--- src/rtl/alu_pkg.sv ---
// rtl/alu_pkg.sv - shared operator codes, dtype codes and FSM encoding for the calculator ALU
package alu_pkg;

    localparam int         WIDTH_DFLT  = 16;

    localparam logic [4:0] OP_MUL      = 5'h03;
    localparam logic [4:0] OP_DIV      = 5'h04;

    localparam logic [3:0] DT_UNSIGNED = 4'h2;

    typedef enum logic [1:0] {
        IDLE = 2'h0,
        CALC = 2'h1,
        DONE = 2'h2
    } state_t;

endpackage

--- src/rtl/div_step.sv ---
// rtl/div_step.sv - one combinational restoring-division iteration
module div_step #(
    parameter int WIDTH = 16
) (
    input  logic [WIDTH-1:0] rem,
    input  logic [WIDTH-1:0] quo,
    input  logic [WIDTH-1:0] dvsr,
    output logic [WIDTH:0]   rem_nxt,
    output logic [WIDTH-1:0] quo_nxt
);

    logic [WIDTH:0] shifted;
    logic [WIDTH:0] trial;

    // A clear borrow bit means the divisor fits: keep the difference and emit a 1.
    always_comb begin
        shifted = {rem, quo[WIDTH-1]};
        trial   = shifted - {1'b0, dvsr};
        if (!trial[WIDTH]) begin
            rem_nxt = trial;
            quo_nxt = {quo[WIDTH-2:0], 1'b1};
        end else begin
            rem_nxt = shifted;
            quo_nxt = {quo[WIDTH-2:0], 1'b0};
        end
    end

endmodule

--- src/rtl/shift_sub_div.sv ---
// rtl/shift_sub_div.sv - unsigned restoring shift-subtract divider, one quotient bit per clock
module shift_sub_div
    import alu_pkg::state_t, alu_pkg::IDLE, alu_pkg::CALC, alu_pkg::DONE, alu_pkg::WIDTH_DFLT;
#(
    parameter int         WIDTH       = WIDTH_DFLT,
    parameter logic [4:0] OP_DIV      = alu_pkg::OP_DIV,
    parameter logic [3:0] DT_UNSIGNED = alu_pkg::DT_UNSIGNED
) (
    input  logic               clk,
    input  logic               n_rst,
    input  logic [3:0]         dtype,
    input  logic [4:0]         operator,
    input  logic [WIDTH-1:0]   src1,
    input  logic [WIDTH-1:0]   src2,
    input  logic               parser_done,
    output logic [2*WIDTH-1:0] calc_res,
    output logic               alu_done,
    output logic               div_err,
    output logic               busy
);

    localparam int            CW   = (WIDTH > 1) ? $clog2(WIDTH) : 1;
    localparam logic [CW-1:0] LAST = CW'(WIDTH - 1);

    state_t             state_q, state_d;
    logic [WIDTH:0]     rem_q, rem_d;
    logic [WIDTH-1:0]   quo_q, quo_d;
    logic [WIDTH-1:0]   dvsr_q, dvsr_d;
    logic [CW-1:0]      cnt_q, cnt_d;
    logic [2*WIDTH-1:0] calc_res_q, calc_res_d;
    logic               div_err_q, div_err_d;
    logic               alu_done_q, alu_done_d;
    logic               busy_q, busy_d;

    logic [WIDTH:0]     step_rem;
    logic [WIDTH-1:0]   step_quo;
    logic               start;
    logic               unused_rem_msb;

    // The remainder stays below the divisor, so its top bit never feeds the next step.
    assign unused_rem_msb = rem_q[WIDTH];

    div_step #(
        .WIDTH   (WIDTH)
    ) u_div_step (
        .rem     (rem_q[WIDTH-1:0]),
        .quo     (quo_q),
        .dvsr    (dvsr_q),
        .rem_nxt (step_rem),
        .quo_nxt (step_quo)
    );

    assign start = parser_done && (dtype == DT_UNSIGNED) && (operator == OP_DIV);

    always_comb begin
        state_d    = state_q;
        rem_d      = rem_q;
        quo_d      = quo_q;
        dvsr_d     = dvsr_q;
        cnt_d      = cnt_q;
        calc_res_d = calc_res_q;
        div_err_d  = div_err_q;

        case (state_q)
            IDLE: begin
                if (start) begin
                    if (src2 == '0) begin
                        // Divide-by-zero skips iteration: remainder = dividend, quotient = all ones.
                        calc_res_d = {src1, {WIDTH{1'b1}}};
                        div_err_d  = 1'b1;
                        state_d    = DONE;
                    end else begin
                        quo_d     = src1;
                        dvsr_d    = src2;
                        rem_d     = '0;
                        cnt_d     = '0;
                        div_err_d = 1'b0;
                        state_d   = CALC;
                    end
                end
            end
            CALC: begin
                rem_d = step_rem;
                quo_d = step_quo;
                cnt_d = cnt_q + 1'b1;
                if (cnt_q == LAST) begin
                    calc_res_d = {step_rem[WIDTH-1:0], step_quo};
                    state_d    = DONE;
                end
            end
            DONE: begin
                state_d = IDLE;
            end
            default: begin
                state_d = IDLE;
            end
        endcase

        alu_done_d = (state_d == DONE);
        busy_d     = (state_d != IDLE);
    end

    always_ff @(posedge clk or negedge n_rst) begin
        if (!n_rst) begin
            state_q    <= IDLE;
            rem_q      <= '0;
            quo_q      <= '0;
            dvsr_q     <= '0;
            cnt_q      <= '0;
            calc_res_q <= '0;
            div_err_q  <= 1'b0;
            alu_done_q <= 1'b0;
            busy_q     <= 1'b0;
        end else begin
            state_q    <= state_d;
            rem_q      <= rem_d;
            quo_q      <= quo_d;
            dvsr_q     <= dvsr_d;
            cnt_q      <= cnt_d;
            calc_res_q <= calc_res_d;
            div_err_q  <= div_err_d;
            alu_done_q <= alu_done_d;
            busy_q     <= busy_d;
        end
    end

    assign calc_res = calc_res_q;
    assign div_err  = div_err_q;
    assign alu_done = alu_done_q;
    assign busy     = busy_q;

endmodule

--- config.mk ---
export PLATFORM = sky130hd
export DESIGN_NAME = shift_sub_div
export DESIGN_NICKNAME = d
export VERILOG_FILES = /design/src/rtl/alu_pkg.sv /design/src/rtl/div_step.sv /design/src/rtl/shift_sub_div.sv
export SDC_FILE = /design/constraint.sdc
export NUM_CORES = 1
export LEC_CHECK = 0
export CAP_MARGIN = 20
export CORE_MARGIN = 2
export CORE_UTILIZATION = 45
export CTS_BUF_LIST = sky130_fd_sc_hd__clkbuf_4 sky130_fd_sc_hd__clkbuf_8
export CTS_CLUSTER_SIZE = 30
export DETAILED_ROUTE_END_ITERATION = 12
export GPL_ROUTABILITY_DRIVEN = 0
export PLACE_DENSITY = 0.69
export REMOVE_ABC_BUFFERS = 1
export SYNTH_ARGS = -nofsm -noshare
export SYNTH_HDL_FRONTEND = slang
export SYNTH_HIERARCHICAL = 1
export SYNTH_SLANG_ARGS = --single-unit
--- constraint.sdc ---
create_clock -name clk -period 4.2 [get_ports clk]
set_input_delay 0.63 -clock clk [delete_from_list [all_inputs] [get_ports clk]]
set_output_delay 0.63 -clock clk [all_outputs]
set_load 0.01 [all_outputs]
Word level (Yosys, flattened, before mapping) --
Cells that the tools add are included.
Word-level totals: logic and storage cells 51, memories 0, register bits 89, output and inout port bits 35, memory bits (read-only) 0, bits in writable memories 0, bits of input ports 44, bits in latches 0
Operators by class: reductions and logical operators 10, multiply operators 0, bitwise logic cells 1, add/sub/neg operators 2, div/mod/pow operators 0, multiplexer cells 20, shift operators 0, eq/ne operators 9, magnitude comparators 0
Operators with widths (count):
- 32-bit two-way mux | 3
- 16-bit two-way mux | 5
- 16-bit one-hot mux with 2 select lines | 2
- 32-bit one-hot mux with 2 select lines | 1
- 17-bit by 16-bit subtractor with 17-bit output | 1
- 16-bit zero test | 1
- 4-bit two-way mux | 2
- 2-bit inequality test (second input constant) | 4
- 4-bit one-hot mux with 2 select lines | 1
- 2-bit two-way mux | 3
- 3-bit AND reduction | 2
- 5-bit by 3-bit == test with 1-bit output (second input constant) | 1
- 4-bit by 1-bit adder with 4-bit output (second input constant) | 1
- 4-bit by 2-bit == test with 1-bit output (second input constant) | 1
- 4-bit == test (second input constant) | 1
- 2-bit one-hot mux with 2 select lines | 1
- 4-bit AND reduction | 1
- 2-bit nonzero test | 2
- 2-bit by 1-bit == test with 1-bit output (second input constant) | 1
- 2-bit == test (second input constant) | 1
- 1-bit logical AND | 2
- 2-bit zero test | 1
- 1-bit two-way mux | 2
- 2-bit AND reduction | 1
- 1-bit inverter | 1

Logic depth before layout (Yosys ltp) --
Gate-level depths: netlist of the first run.
word-level depth 6, depth in mapped cells 17, depth with buffers taken out 16

Hierarchy --
Netlist of the first run, hierarchy kept.
Modules (own cells, without submodules):
- shift_sub_div | area an instance 3940.0 um^2, cells an instance 365, seq. area each 2227.1 um^2, times used 1
- div_step | area an instance 1202.4 um^2, cells an instance 165, seq. area each 0.0 um^2, times used 1

Worst setup path before layout of the first run --
Ideal clock, no wire load.
kind reg2reg, start register rem_q[1], end register calc_res_q[31], in the netlist calc_res[31], required time 4.061 ns, slack 1.022 ns, path buffers 2, library setup time 0.139 ns, arrival time 3.040 ns, cell stages (with the launch flop) 14, cells stage by stage dfrtp_1 -> ha_1 -> nor2b_1 -> o21bai_1 -> a21oi_2 -> o41a_4 -> nand4_1 -> nand2_1 -> ha_1 -> clkbuf_1 -> clkbuf_1 -> mux2_2 -> nand2_1 -> a31oi_1
Between the ends: word-level cells in the longest chain between the ends 4
Ends and longest elaborated chain:
- start: declaration | RTL line shift_sub_div.sv:26 | logic [WIDTH:0] rem_q, rem_d;
- start signal: assignment | RTL line shift_sub_div.sv:116 | rem_q <= rem_d;
- 17-bit by 16-bit subtractor with 17-bit output | RTL line div_step.sv:18 | trial = shifted - {1'b0, dvsr};
- 16-bit two-way mux | RTL line div_step.sv:19 | if (!trial[WIDTH]) begin
- via step_rem[15] | RTL line shift_sub_div.sv:35 | logic [WIDTH:0] step_rem;
- 32-bit two-way mux | RTL line shift_sub_div.sv:86 | if (cnt_q == LAST) begin
- 32-bit one-hot mux with 2 select lines | RTL line shift_sub_div.sv:64 | case (state_q)
- end signal: assignment | RTL line shift_sub_div.sv:120 | calc_res_q <= calc_res_d;
- end: declaration | RTL line shift_sub_div.sv:30 | logic [2*WIDTH-1:0] calc_res_q, calc_res_d;
The timed path passes the listed nets, and every way through them passes these cells. The select of a mux whose other input is x is not followed. A chain may end at the register's enable or synchronous reset.

Worst setup path after layout of the first run --
start register quo_q[15], end register calc_res_q[30], in the netlist calc_res[30]
Between the ends: word-level cells in the longest chain between the ends 4
Ends and longest elaborated chain:
- start: declaration | RTL line shift_sub_div.sv:27 | logic [WIDTH-1:0] quo_q, quo_d;
- start signal: assignment | RTL line shift_sub_div.sv:117 | quo_q <= quo_d;
- 17-bit by 16-bit subtractor with 17-bit output | RTL line div_step.sv:18
- 16-bit two-way mux | RTL line div_step.sv:19
- via step_rem[14] | RTL line shift_sub_div.sv:35
- 32-bit two-way mux | RTL line shift_sub_div.sv:86
- 32-bit one-hot mux with 2 select lines | RTL line shift_sub_div.sv:64
The timed path passes the listed nets, and every way through them passes these cells. The select of a mux whose other input is x is not followed.

==> impl_metrics.toml, run 1 <==
[floorplanning]
die_h_um = 110.9
io_pins = 79
die_w_um = 110.9
start_util_pct = 45.62
rows = 39
die_area_um2 = 12300
core_area_um2 = 11270

[cts]
cts_sinks = 89
cts.clk_slew.worst_paths_ns = 0.10
clock-root-buffer = "clkbuf_8"
ctsResizeCount = 0
clock_path_buffers = 2
cts_tree = "built"
postCtsSetupRepairBufs = 0
clock_latency_ns = 0.38
htree_levels = 3
ctsHoldBuffers = 0
cts-buffers-inserted = 9

[yosys]
yosysTopAreaCellShare_pct = 43.31
ys.flop_type = "dfrtp_1"
ys_seq_area_share_pct = 43.31
synth_top_family_by_area = "compound AO/OA/AOI/OAI gates"
synthCells = 530
yosysWarnings = 6
ys_top_cells_by_area = "dfrtp_1 43%, nand2_1 5.0%, ha_1 4.4%, o211ai_1 3.5%, mux2_2 3.3%"
synthSimpleGateAreaFrac_pct = 14.53
yosys-top-cells-count = "89 x dfrtp_1, 69 x nand2_1, 40 x nor2_1"
synth_compound_area_share_pct = 21.39
synth.distinct_cells = 57
synth_area_um2 = 5142
synthArstFlopShare_pct = 100.0
synth_area_per_cell_um2 = 9.703
yosys.area_share.adder_pct = 4.769
yosysTopAreaCell = "dfrtp_1"
synth_xor_area_share_pct = 1.533
synth_edf_count = 0
synth.most_common_cell = "dfrtp_1"
ys_ff_latch = 89
synthMuxAreaShare_pct = 6.496

[timing]
worst_slew_pin_slew_ns = 0.7585
final-setup-viol-count = 0
fin_skew_ns = 0.01054
period_share_pct = 89.04
fin_crit_ns = 3.740
fin_ws_ns = 0.4601
finalHoldViolCount = 0
setup_tns_ns = 0
maxSlewHeadroom_pct = 49.43
fmax_ghz = 0.2674
rsz0062_at_grt = "no"
final_max_slew_viol_count = 0

[place]
placed_area_um2 = 5863
io_buffers = 78
dp_hpwl_um = 8992
pre_cts_ws_ns = 0.5578

[final_layout]
diodes = 0
area_growth_pct = 18.69
multiInputGateArea_um2 = 2510
fillerInstances = 991
regArea_um2 = 2227
final_cell_area_um2 = 6103
layout-drive-gt1-share_pct = 13.87
fin_nets = 642
fin_util_pct = 54.15

[route]
avgViaCountPerCell = 5.557
wl_per_cell_um = 17.22
drt_iter0_drc = 238
ant_nets = 0
drc = 0
routed_wl_um = 12520
vias = 4040
detail_route.first_pass.iterations = 4

[worst_hold_path]
hold_path_class = "primary input to asynchronous set/reset pin"

[grt]
grt_max_degree = 90
grt_overflow = 0
grt_antenna_before_repair = 0
grt_pass1_wl_um = 20660
grt_usage_pct = 20.98
grt_pass1_vias = 4157

[setup_path]
slowest_delay_ns = 0.61
crit_family = "adder cells"
cp_cell_sequence = "inv_1 -> ha_1 -> fa_1 -> nor2b_1 -> o21bai_1 -> a21oi_2 -> o41a_4 -> nand4_1 -> nand2_1 -> ha_1 -> clkinv_1 -> o31ai_1 -> nand2_1 -> a31oi_1"
required_ns = 4.50
crit_arrival_ns = 4.04
crit_slowest_cell = "ha_1"
setup.worst_path.end_class = "flop"
crit_path_start_kind = "flop"
path_class = "flop to flop"
path_buf_inv = 2
crit_fanout = 20

[status]
status = "finished clean"

[power_and_ir_drop]
ir_drop_mv = 0.1536
power_density_nw_per_um2 = 320.7
p_leak_nw = 2.533

[flow_run]
drv_cap = 0
[metal layers]
layer | track usage, % | wire length [um]
met5 | 0 | 0
met4 | 8.500 | 257
met3 | 3.499 | 557
met2 | 33.42 | 6052
met1 | 28.65 | 5651
[registers in the layout (all words and copies together), names as in the netlist]
name / flops
busy: 1
quo_q: 16
calc_res: 32
alu_done: 1
div_err: 1
rem_q: 16
cnt_q: 4
state_q: 2
dvsr_q: 16
[power breakdown]
group | switching, mW | total, mW | internal [mW]
Combinational | 0.187 | 0.369 | 0.182
Clock | 0.331 | 0.643 | 0.312
Sequential | 0.0408 | 0.945 | 0.904
Total | 0.559 | 1.96 | 1.40
[final cells by class]
| type | count | area share, % |
|---|---|---|
| clock buffers | 11 | 2.481 |
| well taps | 143 | 2.932 |
| multi-input cells | 359 | 41.12 |
| repair buffers | 83 | 13.69 |
| flip-flops and latches | 89 | 36.49 |
| clock inverters | 5 | 1.005 |
| inverters | 37 | 2.276 |
[through the flow]
step / power [mW] / hold WS [ns] / cells
after floorplan: 1.182 / 0.3344 / 485
after global placement: 1.314 / 0.4654 / 710
after detailed placement: 1.324 / 0.4680 / 710
after CTS: 1.965 / 0.4864 / 726
after global routing: 2.054 / 0.09067 / 727
final: 1.957 / 0.09583 / 727
[worst paths after layout]
path	start	endpoint	slack [ns]	depth (start not counted)
hold reg to reg	div_err	div_err	0.48	2
hold / removal	n_rst	quo_q[3]	0.1	1
min in group clk	div_err	div_err	0.48	2
setup reg to reg	quo_q[15]	calc_res[30]	0.46	14
max in group asynchronous	n_rst	dvsr_q[5]	3.48	2
setup / recovery	quo_q[15]	calc_res[30]	0.46	14
[logic make-up (layout without fill, tap and decap cells)]
| family | after synthesis | after routing |
|---|---|---|
| multiplexers | 27 | 27 |
| AO/OA/AOI/OAI | 152 | 152 |
| XOR/XNOR | 9 | 9 |
| adder cells (fa/ha/maj) | 19 | 19 |
| AND/OR/NAND/NOR | 152 | 152 |
| buffers and inverters | 82 | 136 |
| flip-flops | 89 | 89 |
[placed cells by master, fill, tap and decap left out, drive strengths merged, types with 4 or more instances in the layout]
| master | count |
|---|---|
| nor2b | 6 |
| ha | 18 |
| nand2 | 70 |
| nand2b | 4 |
| clkbuf | 11 |
| a21o | 4 |
| nand3 | 6 |
| mux2 | 24 |
| nor4 | 4 |
| buf | 6 |
| dfrtp | 89 |
| clkdlybuf4s50 | 77 |
| a211oi | 16 |
| o21a | 5 |
| nand4 | 5 |
| xnor2 | 5 |
| xor2 | 4 |
| o211ai | 36 |
| a31oi | 18 |
| inv | 38 |
| nor3 | 4 |
| nor2 | 42 |
| a21oi | 34 |
| o21ai | 25 |
Power figures use the tool's default switching activity.
==> run 2: changes to the inputs <==
--- a/config.mk
+++ b/config.mk
@@ -5,13 +5,14 @@
 export SDC_FILE = /design/constraint.sdc
 export NUM_CORES = 1
 export LEC_CHECK = 0
-export CAP_MARGIN = 20
+export CAP_MARGIN = 0
 export CORE_MARGIN = 2
 export CORE_UTILIZATION = 45
 export CTS_BUF_LIST = sky130_fd_sc_hd__clkbuf_4 sky130_fd_sc_hd__clkbuf_8
 export CTS_CLUSTER_SIZE = 30
 export DETAILED_ROUTE_END_ITERATION = 12
 export GPL_ROUTABILITY_DRIVEN = 0
+export HOLD_SLACK_MARGIN = 0.03
 export PLACE_DENSITY = 0.69
 export REMOVE_ABC_BUFFERS = 1
 export SYNTH_ARGS = -nofsm -noshare
==> constraint.sdc (replaced) <==
create_clock -name clk -period 4.2 [get_ports clk]
set_input_delay 0.84 -clock clk [delete_from_list [all_inputs] [get_ports clk]]
set_output_delay 0.84 -clock clk [all_outputs]
set_load 0.01 [all_outputs]
==> impl_metrics.toml, run 2 (synthesized netlist as in run 1, its figures left out) <==
[status]
status = "finished clean"

[timing]
final_max_slew_viol_count = 0
worst_slew_pin_slew_ns = 1.113
fin_ws_ns = 0.4599
fin_crit_ns = 3.740
final-setup-viol-count = 0
setup_tns_ns = 0
rsz0062_at_grt = "no"
holdWs_ns = 0.4908
finalHoldViolCount = 0
fmax_ghz = 0.2674
maxSlewHeadroom_pct = 25.82
period_share_pct = 89.05
fin_skew_ns = 0.01110

[cts]
clock-root-buffer = "clkbuf_8"
clock_latency_ns = 0.36
postCtsSetupRepairBufs = 0
htree_levels = 3
cts.clk_slew.worst_paths_ns = 0.09
clock_path_buffers = 2
ctsResizeCount = 0
cts_sinks = 89
cts_tree = "built"
cts-buffers-inserted = 9
ctsHoldBuffers = 0

[grt]
grt_pass1_vias = 4070
grt_pass1_wl_um = 20640
grt_overflow = 0
grt_usage_pct = 20.75
grt_max_degree = 90
grt_antenna_before_repair = 0

[place]
dp_hpwl_um = 8850
pre_cts_ws_ns = 0.5428
io_buffers = 78
dp_cells = 710

[final_layout]
fin_nets = 641
final_cell_mix = "89 x dfrtp_1, 77 x clkdlybuf4s50_1, 69 x nand2_1"
mostFrequentLayoutCell = "dfrtp_1"
fin_cells = 726
diodes = 0
area_growth_pct = 17.93
largest_reg_flops = 32
layout-drive-gt1-share_pct = 13.72

[setup_path]
crit_path_start_kind = "flop"
crit_arrival_ns = 4.03
crit_fanout = 20
path_class = "flop to flop"
setup.worst_path.end_class = "flop"
cp_cell_sequence = "ha_1 -> a21o_1 -> a21o_1 -> a21oi_1 -> o21ai_0 -> a21oi_1 -> nand2_1 -> ha_1 -> clkinv_1 -> o31ai_1 -> nand2_1 -> a31oi_1"
required_ns = 4.49
slowest_delay_ns = 0.74
crit_slowest_cell = "ha_1"

[floorplanning]
die_w_um = 110.9
io_pins = 79
rows = 39
core_area_um2 = 11270
die_area_um2 = 12300
start_util_pct = 45.62
die_h_um = 110.9

[route]
drc = 0
wl_per_cell_um = 17.26
drt_iter0_drc = 304
ant_nets = 0
avgViaCountPerCell = 5.595
detail_route.first_pass.iterations = 4
vias = 4062
routed_wl_um = 12530

[worst_hold_path]
hold_path_class = "flop to flop"

[power_and_ir_drop]
ir_drop_mv = 0.1555
p_leak_nw = 2.508
power_density_nw_per_um2 = 316.0

[flow_run]
drv_cap = 0
==> run 2: changes by cell type in the layout (fill, tap and decap cells not counted), sizes merged <==
cell	change
clkinv	-2
clkinvlp	+2
buf	-1
==> run 2: area by class of cell <==
class | count | area, um2
multi-input combinational | 359 | 2510
sequential | 89 | 2227
clock inverter | 5 | 62.56
tap | 143 | 178.9
fill | 1004 | 5207
timing repair buffer | 82 | 808.3
inverter | 37 | 138.9
clock buffer | 11 | 138.9
==> run 2: metrics by stage <==
step / cell area (um2) / total power, mW / utilization [%]
after floorplan: 4871 / 1.182 / -
after detailed placement: 5863 / 1.323 / 52.01
after global placement: 5863 / 1.314 / 52.01
after CTS: 6065 / 1.929 / 53.80
final: 6065 / 1.917 / 53.80
after global routing: 6065 / 2.006 / 53.80
==> run 2: report_power, final <==
part	leakage [nW]	switching [mW]	internal, mW
clock	0.0974	0.313	0.293
sequential	0.988	0.0411	0.904
combinational	1.42	0.186	0.179
==> run 2: final timing paths <==
check | slack, ns | to | cells after the start | start
setup / recovery | 0.46 | calc_res[30] | 12 | rem_q[8]
hold / removal | 0.49 | div_err | 2 | div_err
setup reg to reg | 0.46 | calc_res[30] | 12 | rem_q[8]
hold reg to reg | 0.49 | div_err | 2 | div_err
max in group asynchronous | 2.81 | dvsr_q[13] | 1 | n_rst
min in group asynchronous | 0.69 | calc_res[2] | 1 | n_rst
==> run 2: per-layer routing <==
layer | wire (um) | global-route usage [%] | up-vias
met3 | 583 | 3.335 | 12
met4 | 140 | 7.750 | 0
met2 | 6047 | 33.99 | 112
met5 | 0 | 0 | -
met1 | 5762 | 27.87 | 1984
li1 | - | - | 1954
==> run 2: worst max-delay path: cells and delay by family (launching register included) <==
| kind | cells | cell delay, ns |
|---|---|---|
| flip-flops | 1 | 0.42 |
| adder cells (fa/ha/maj) | 2 | 1.13 |
| AO/OA/AOI/OAI | 7 | 1.51 |
| AND/OR/NAND/NOR | 2 | 0.19 |
| buffers and inverters | 1 | 0.43 |
